<file path="src/rtl/io_pkg.sv">
// rtl/io_pkg.sv - shared constants and 7-segment decoder for the board I/O stage
package io_pkg;

  localparam int DEBOUNCE_DEFAULT = 16;

  // Segment order {g,f,e,d,c,b,a}, active-high, indexed by hex digit
  localparam logic [6:0] SEG_HEX [16] = '{
    7'h3F, 7'h06, 7'h5B, 7'h4F, 7'h66, 7'h6D, 7'h7D, 7'h07,
    7'h7F, 7'h6F, 7'h77, 7'h7C, 7'h39, 7'h5E, 7'h79, 7'h71
  };

  function automatic logic [6:0] hex_to_seg(input logic [3:0] i_nib);
    return SEG_HEX[i_nib];
  endfunction

endpackage

</file>
<file path="src/rtl/sw_debounce.sv">
// rtl/sw_debounce.sv - 2-FF synchroniser plus vector-wide debouncer with change pulse
module sw_debounce
  import io_pkg::*;
#(
  parameter int W      = 5,
  parameter int CYCLES = DEBOUNCE_DEFAULT
) (
  input  logic         i_clk,
  input  logic         i_resetn,
  input  logic [W-1:0] i_raw,
  output logic [W-1:0] o_stable,
  output logic         o_changed
);

  localparam int CW = (CYCLES > 1) ? $clog2(CYCLES) : 1;
  localparam logic [CW-1:0] CNT_MAX = CW'(CYCLES - 1);

  logic [W-1:0]  r_s1;
  logic [W-1:0]  r_s2;
  logic [W-1:0]  r_cand;
  logic [W-1:0]  r_stable;
  logic [CW-1:0] r_cnt;
  logic          r_changed;

  always_ff @(posedge i_clk) begin
    if (!i_resetn) begin
      r_s1      <= '0;
      r_s2      <= '0;
      r_cand    <= '0;
      r_stable  <= '0;
      r_cnt     <= '0;
      r_changed <= 1'b0;
    end else begin
      r_s1      <= i_raw;
      r_s2      <= r_s1;
      r_changed <= 1'b0;
      // Any difference in any bit restarts the whole-vector count
      if (r_s2 != r_cand) begin
        r_cand <= r_s2;
        r_cnt  <= '0;
      end else if (r_cnt < CNT_MAX) begin
        r_cnt <= r_cnt + 1'b1;
      end else begin
        r_stable  <= r_cand;
        r_changed <= (r_cand != r_stable);
      end
    end
  end

  assign o_stable  = r_stable;
  assign o_changed = r_changed;

endmodule

</file>
<file path="src/rtl/io_ports.sv">
// rtl/io_ports.sv - switch conditioning into the cpu and latched LED / 7-seg output port
module io_ports
  import io_pkg::*;
#(
  parameter int NBITS           = 8,
  parameter int NIO_BITS        = 5,
  parameter int DEBOUNCE_CYCLES = DEBOUNCE_DEFAULT
) (
  input  logic                clk_2,
  input  logic                reset,
  input  logic                cpu_ce,
  input  logic [NIO_BITS-1:0] swi_raw,
  input  logic                io_wr,
  input  logic [NBITS-1:0]    io_wdata,
  output logic [NBITS-1:0]    entrada,
  output logic                in_changed,
  output logic [NIO_BITS-1:0] led,
  output logic [6:0]          seg
);

  logic [NIO_BITS-1:0] w_stable;
  logic                w_changed;
  logic                w_unused_hi;

  logic [NBITS-1:0]    r_entrada;
  logic [NBITS-1:0]    r_out_q;
  logic [6:0]          r_seg;

  sw_debounce #(
    .W      (NIO_BITS),
    .CYCLES (DEBOUNCE_CYCLES)
  ) u_debounce (
    .i_clk     (clk_2),
    .i_resetn  (reset),
    .i_raw     (swi_raw),
    .o_stable  (w_stable),
    .o_changed (w_changed)
  );

  // entrada only moves on cpu edges so the cpu sees one value per cycle
  always_ff @(posedge clk_2) begin
    if (!reset) begin
      r_entrada <= '0;
      r_out_q   <= '0;
      r_seg     <= hex_to_seg(4'h0);
    end else begin
      if (cpu_ce) begin
        r_entrada <= NBITS'(w_stable);
      end
      if (cpu_ce && io_wr) begin
        r_out_q <= io_wdata;
      end
      r_seg <= hex_to_seg(r_out_q[3:0]);
    end
  end

  assign w_unused_hi = ^r_out_q;

  assign entrada    = r_entrada;
  assign in_changed = w_changed;
  assign led        = r_out_q[NIO_BITS-1:0];
  assign seg        = r_seg;

endmodule

</file>
<file path="config.mk">
export PLATFORM = sky130hd
export DESIGN_NAME = io_ports
export DESIGN_NICKNAME = d
export VERILOG_FILES = /design/src/rtl/io_pkg.sv /design/src/rtl/sw_debounce.sv /design/src/rtl/io_ports.sv
export SDC_FILE = /design/constraint.sdc
export NUM_CORES = 1
export LEC_CHECK = 0
export BUFFER_PORTS_ARGS = -buffer_cell sky130_fd_sc_hd__buf_4
export CAP_MARGIN = 20
export CORE_ASPECT_RATIO = 2
export CORE_MARGIN = 1.5
export CORE_UTILIZATION = 40
export CTS_CLUSTER_DIAMETER = 30
export DETAILED_ROUTE_END_ITERATION = 10
export HOLD_SLACK_MARGIN = 0.15
export PLACE_DENSITY_LB_ADDON = 0.25
export SYNTH_ARGS = -nofsm -noshare
export SYNTH_HDL_FRONTEND = slang
export SYNTH_SLANG_ARGS = --single-unit
export TNS_END_PERCENT = 20
</file>
<file path="constraint.sdc">
create_clock -name clk_2 -period 1.2 [get_ports clk_2]
set_input_delay 0.12 -clock clk_2 [delete_from_list [all_inputs] [get_ports clk_2]]
set_output_delay 0.12 -clock clk_2 [all_outputs]
set_load 0.05 [all_outputs]
</file>
-- Word level (Yosys, flattened, before mapping)
Memories as Yosys holds them, arrays and structs flattened. A register that Yosys moved wholly into a read port is not among the register bits.
Cells that the tools add are included.
- logic and storage cells: 22
- memories kept: 1
- bits in read-only memories: 112
- flip-flop bits (word level): 35
- output and inout port bits: 21
- memories (memory ; depth ; width ; rd ports ; clocked after Yosys merged registers in ; wr ports ; RTL line ; source):
    (no name shown) ; 16 ; 7 ; 1 ; 1 ; 0 ; io_pkg.sv:13 ; return SEG_HEX[i_nib];
- bitwise logic cells: 4
- magnitude comparators: 1
- equal/unequal tests: 2
- add/sub/neg operators: 1
- reductions and logical operators: 5
- operator list (kind ; number):
    $ne A5 B5 Y1 ; 2
    $not A4 Y5 ; 1
    $add A4 B1 Y4 const B ; 1
    $lt A4 B4 Y1 const B ; 1
    $not A1 Y1 ; 3
    $reduce_or A3 Y1 ; 1
    $reduce_and A2 Y1 ; 1
    $reduce_or A2 Y1 ; 1
    $logic_and A1 B1 Y1 ; 1
    $logic_not A1 Y1 ; 1

-- Logic depth before layout (Yosys ltp)
- depth after elaboration: 3
- mapped depth: 6
- mapped depth without buffers: 6

-- By module
Synthesis repeated with hierarchy kept, for this count alone.
- cell total of the unflattened synthesis: 181
- area total of the unflattened synthesis: 1760.4 µm²
- modules (own cells, without submodules) (module ; seq. area each (µm²) ; area each (µm²) ; cells an instance ; instances):
    sw_debounce ; 500.5 ; 924.6 ; 90 ; 1
    io_ports ; 340.3 ; 835.8 ; 91 ; 1

-- Worst setup path after synthesis
No wires, ideal clock.
- path kind: reg2reg
- start: register r_out_q[0]
- end: register r_seg[4], in the netlist seg[4]
- setup time: 127 ps
- period minus slack after synthesis: 1645 ps
- setup slack: -445 ps
- arrival: 1518 ps
- stages on the path, launching flop included: 6
- buffers on the path: 0
- data required time: 1073 ps
- cells stage by stage: dfxtp_1 -> inv_1 -> ha_1 -> nor2b_1 -> o32ai_1 -> nand2_1
- word-level cells in the longest chain between the ends: 1
- ends and longest elaborated chain (element ; RTL line ; source):
    start: declaration ; io_ports.sv:26 ; logic [NBITS-1:0] r_out_q;
    start signal: assignment ; io_ports.sv:51 ; r_out_q <= io_wdata;
    $not A4 Y5 (implied by the code) ; io_pkg.sv:13 ;
    end: declaration ; io_ports.sv:27 ; logic [6:0] r_seg;
No other way between the ends.
A chain may end at the register's enable or synchronous reset.

-- Worst setup path in the final report
- start: register u_debounce.r_cand[0]
- end: register u_debounce.r_stable[3], in the netlist u_debounce.o_stable[3]
- word-level cells in the longest chain between the ends: 3
- ends and longest elaborated chain (element ; RTL line ; source):
    start: declaration ; sw_debounce.sv:20 ; logic [W-1:0] r_cand;
    start signal: assignment ; sw_debounce.sv:39 ; r_cand <= r_s2;
    $ne A5 B5 Y1 ; sw_debounce.sv:38 ; if (r_s2 != r_cand) begin
    $not A1 Y1 (no source line) ; - ;
    $reduce_and A2 Y1 (no source line) ; - ;
    end signal: assignment ; sw_debounce.sv:44 ; r_stable <= r_cand;
    end: declaration ; sw_debounce.sv:21 ; logic [W-1:0] r_stable;
No other way between the ends.

==> reports/results.ini <==
[worst_hold_path]
holdPathEnd=r_out_q[3]$_SDFFE_PN0P_
whs_path_depth=3
min_from=cpu_ce
min_path_type=in -> reg

[placed_design]
dp_hpwl_um=2351
place_congestion=0.8121
port_buffers=31

[setup_path]
critPathCaptureType=flip-flop
worstPathMaxFanout=3
crit_required_ns=1.43
worstReg2RegStart=u_debounce.r_cand[0]$_SDFFE_PN0P_
r2r_setup_slack_ns=-0.15
crit_type=reg -> reg
crit_start=u_debounce.r_cand[0]$_SDFFE_PN0P_
worstPathArrival_ns=1.58
worstSetupStartpointType=flip-flop
r2r.worst_path.cells=5
r2r_end=u_debounce.o_stable[3]$_SDFFE_PN0P_

[cts]
clk_path_buf_depth=2
tritoncts=done
path_clk_slew_ns=0.08
h-tree-depth=2
ctsRootBufferMaster=clkbuf_8
post_cts_buffers=0
insertion_delay_ns=0.30
clock_sinks=42
cts_buffers=5

[grt]
grt_max_degree=28
antenna_found_initial=0
gr-usage-all-layers=0.1510
grt_pass1_wl_um=5264
grt_pass1_vias=1256
gr-total-overflow=0

[die]
io_pins=38
rows=33
die-area_um2=4731
die_h_um=95.78
die_width_um=49.39
core_um2=4129
start_util=0.4170

[power]
combPwrFrac=0.132
p_sw_uw=693.7
finalPower_uw=2756
pwr-share-seq=0.533
p_per_area_nw_per_um2=1194
pwr-share-clk=0.335
ir_drop_mv=0.9114
p_leak_uw=0.001031
swShare=0.2517
internal-power_uw=2062

[timing]
hold_slack_ns=0.1748
setup_viol=8
finalCriticalPeriod_ns=1.352
fmax_mhz=739.7
rsz0062_at_grt=yes
slew_violations=0
setup_slack_ns=-0.1519
hold_viol_final=0
fin_worst_skew_ns=0.009084
fin_crit_sh=1.127

[final_layout]
area_growth_pct=34.08
nNetsFinal=258
antenna_cells=0
seq_area_um2=852.1
fill_cells=392
multi_input_area_um2=820.8
drive_gt1_frac=0.2692
final_core_util=0.5591

[synth]
syn_inst=178
ys_seq_area_frac=0.4884
synth.distinct_cells=29
ys_async_sr_fraction=0
syn_avg_cell_area_um2=9.672
synth_edf_count=0
synth_largest_area_cell=dfxtp_1
yosysMostFrequentCell=dfxtp_1
synth-seq-cells=42
synth.area.top_cells=dfxtp_1, mux2i_1, and2_1, ha_1, nand2_1
ys_warn_count=0
synth_ff_type=dfxtp_1
yosysTopAreaCellShare=0.4884
synth_area_um2=1722
synth_common_cells=dfxtp_1, nand2_1, and2_1, mux2i_1, nand3_1

[drt]
initialDrtViolationCount=7
postRouteAntennaNets=0
routedWlPerCell_um=11.50
vias=1337
drt_first_pass_iters=4
drc_errors=0
vias_per_cell=4.675
drt_wl_total_um=3290

[outcome]
status=complete, but fails checks
violations=negative setup slack

[flow_run]
cap_violations=0

==> kinds of logic (layout without fill, tap and decap cells) <==
group	Yosys count	in the layout	share of synthesized area
AND/OR/NAND/NOR	72	72	0.2086
flip-flops	42	42	0.4884
AO/OA/AOI/OAI	18	18	0.07923
buffers and inverters	15	69	0.04360
XOR/XNOR	11	11	0.05596
multiplexers	11	11	0.06396
adder cells (fa/ha/maj)	8	8	0.05814
other	1	3	0.002178
==> worst max path at each step <==
stage,end,slack [ns],depth (start not counted)
2_1_floorplan,u_debounce.o_stable[0]$_SDFFE_PN0P_,-0.09,5
4_1_cts,u_debounce.o_stable[3]$_SDFFE_PN0P_,-0.17,5
3_5_place_dp,u_debounce.o_stable[3]$_SDFFE_PN0P_,-0.16,5
5_1_grt,u_debounce.o_stable[3]$_SDFFE_PN0P_,-0.28,5
6_report,u_debounce.o_stable[3]$_SDFFE_PN0P_,-0.15,5
3_3_place_gp,u_debounce.o_stable[3]$_SDFFE_PN0P_,-0.11,5
==> cell usage in the layout, fill, tap and decap left out, types with 4 or more instances in the layout <==
cell type	count
xor2_1	7
dlygate4sd3_1	12
buf_4	46
ha_1	7
and2_1	16
xnor2_1	4
nor2b_1	8
clkbuf_8	6
a21boi_0	5
nand3_1	11
dfxtp_1	37
nor2_1	7
mux2i_1	11
nand2_1	26
==> layer usage <==
metal  track usage  part of all wire  up-vias
li1              -                 -      689
met1        0.1250              0.35      604
met2        0.2962              0.58       33
met3       0.03882             0.033       11
met4        0.1111             0.035        0
met5             0                 0        -
==> final cells by class <==
class	count	area share
inverters	3	0.005962
flip-flops and latches	42	0.3691
repair buffers	58	0.2016
multi-input cells	123	0.3556
clock inverters	1	0.002168
clock buffers	7	0.03740
well taps	52	0.02818
==> state kept, by name, indices dropped and copies added (netlist names) <==
register and flops:
u_debounce.r_cnt 4, u_debounce.r_cand 5, u_debounce.o_stable 5, seg 7, r_out_q 5, u_debounce.o_changed 1
entrada 5, u_debounce.r_s1 5, u_debounce.r_s2 5
==> repair_timing <==
action                                  CTS  global route
endpoints found under the hold margin    14             0
endpoints found under the setup margin   10            13
pin swaps                                 0             0
hold buffers                             12             0
resized for setup                         0             1
==> critical path, stage by stage, from the launching register on <==
cell and delay, ns:
dfxtp_2 0.33, xor2_1 0.16, nor4_2 0.29, and3_1 0.22, buf_4 0.14, mux2i_1 0.17
==> power by group through the flow <==
stage | logic, uW | clock network, uW | registers, uW
4_1_cts | 365 | 956 | 1470
6_report | 364 | 925 | 1470
3_5_place_dp | 334 | 0 | 1500
5_1_grt | 395 | 1010 | 1470
3_3_place_gp | 330 | 0 | 1500
2_1_floorplan | 158 | 0 | 1570
==> per-stage QoR <==
stage,instance area (um2),TNS (ns),setup WS (ns),cells
3_3_place_gp,2097,-0.7052,-0.1092,266
2_1_floorplan,1752,-0.5552,-0.08868,180
6_report,2308,-0.9963,-0.1519,286
5_1_grt,2308,-2.327,-0.2784,286
3_5_place_dp,2097,-1.053,-0.1586,266
4_1_cts,2308,-1.173,-0.1706,286
No activity file was read; power rests on OpenSTA's default activity.
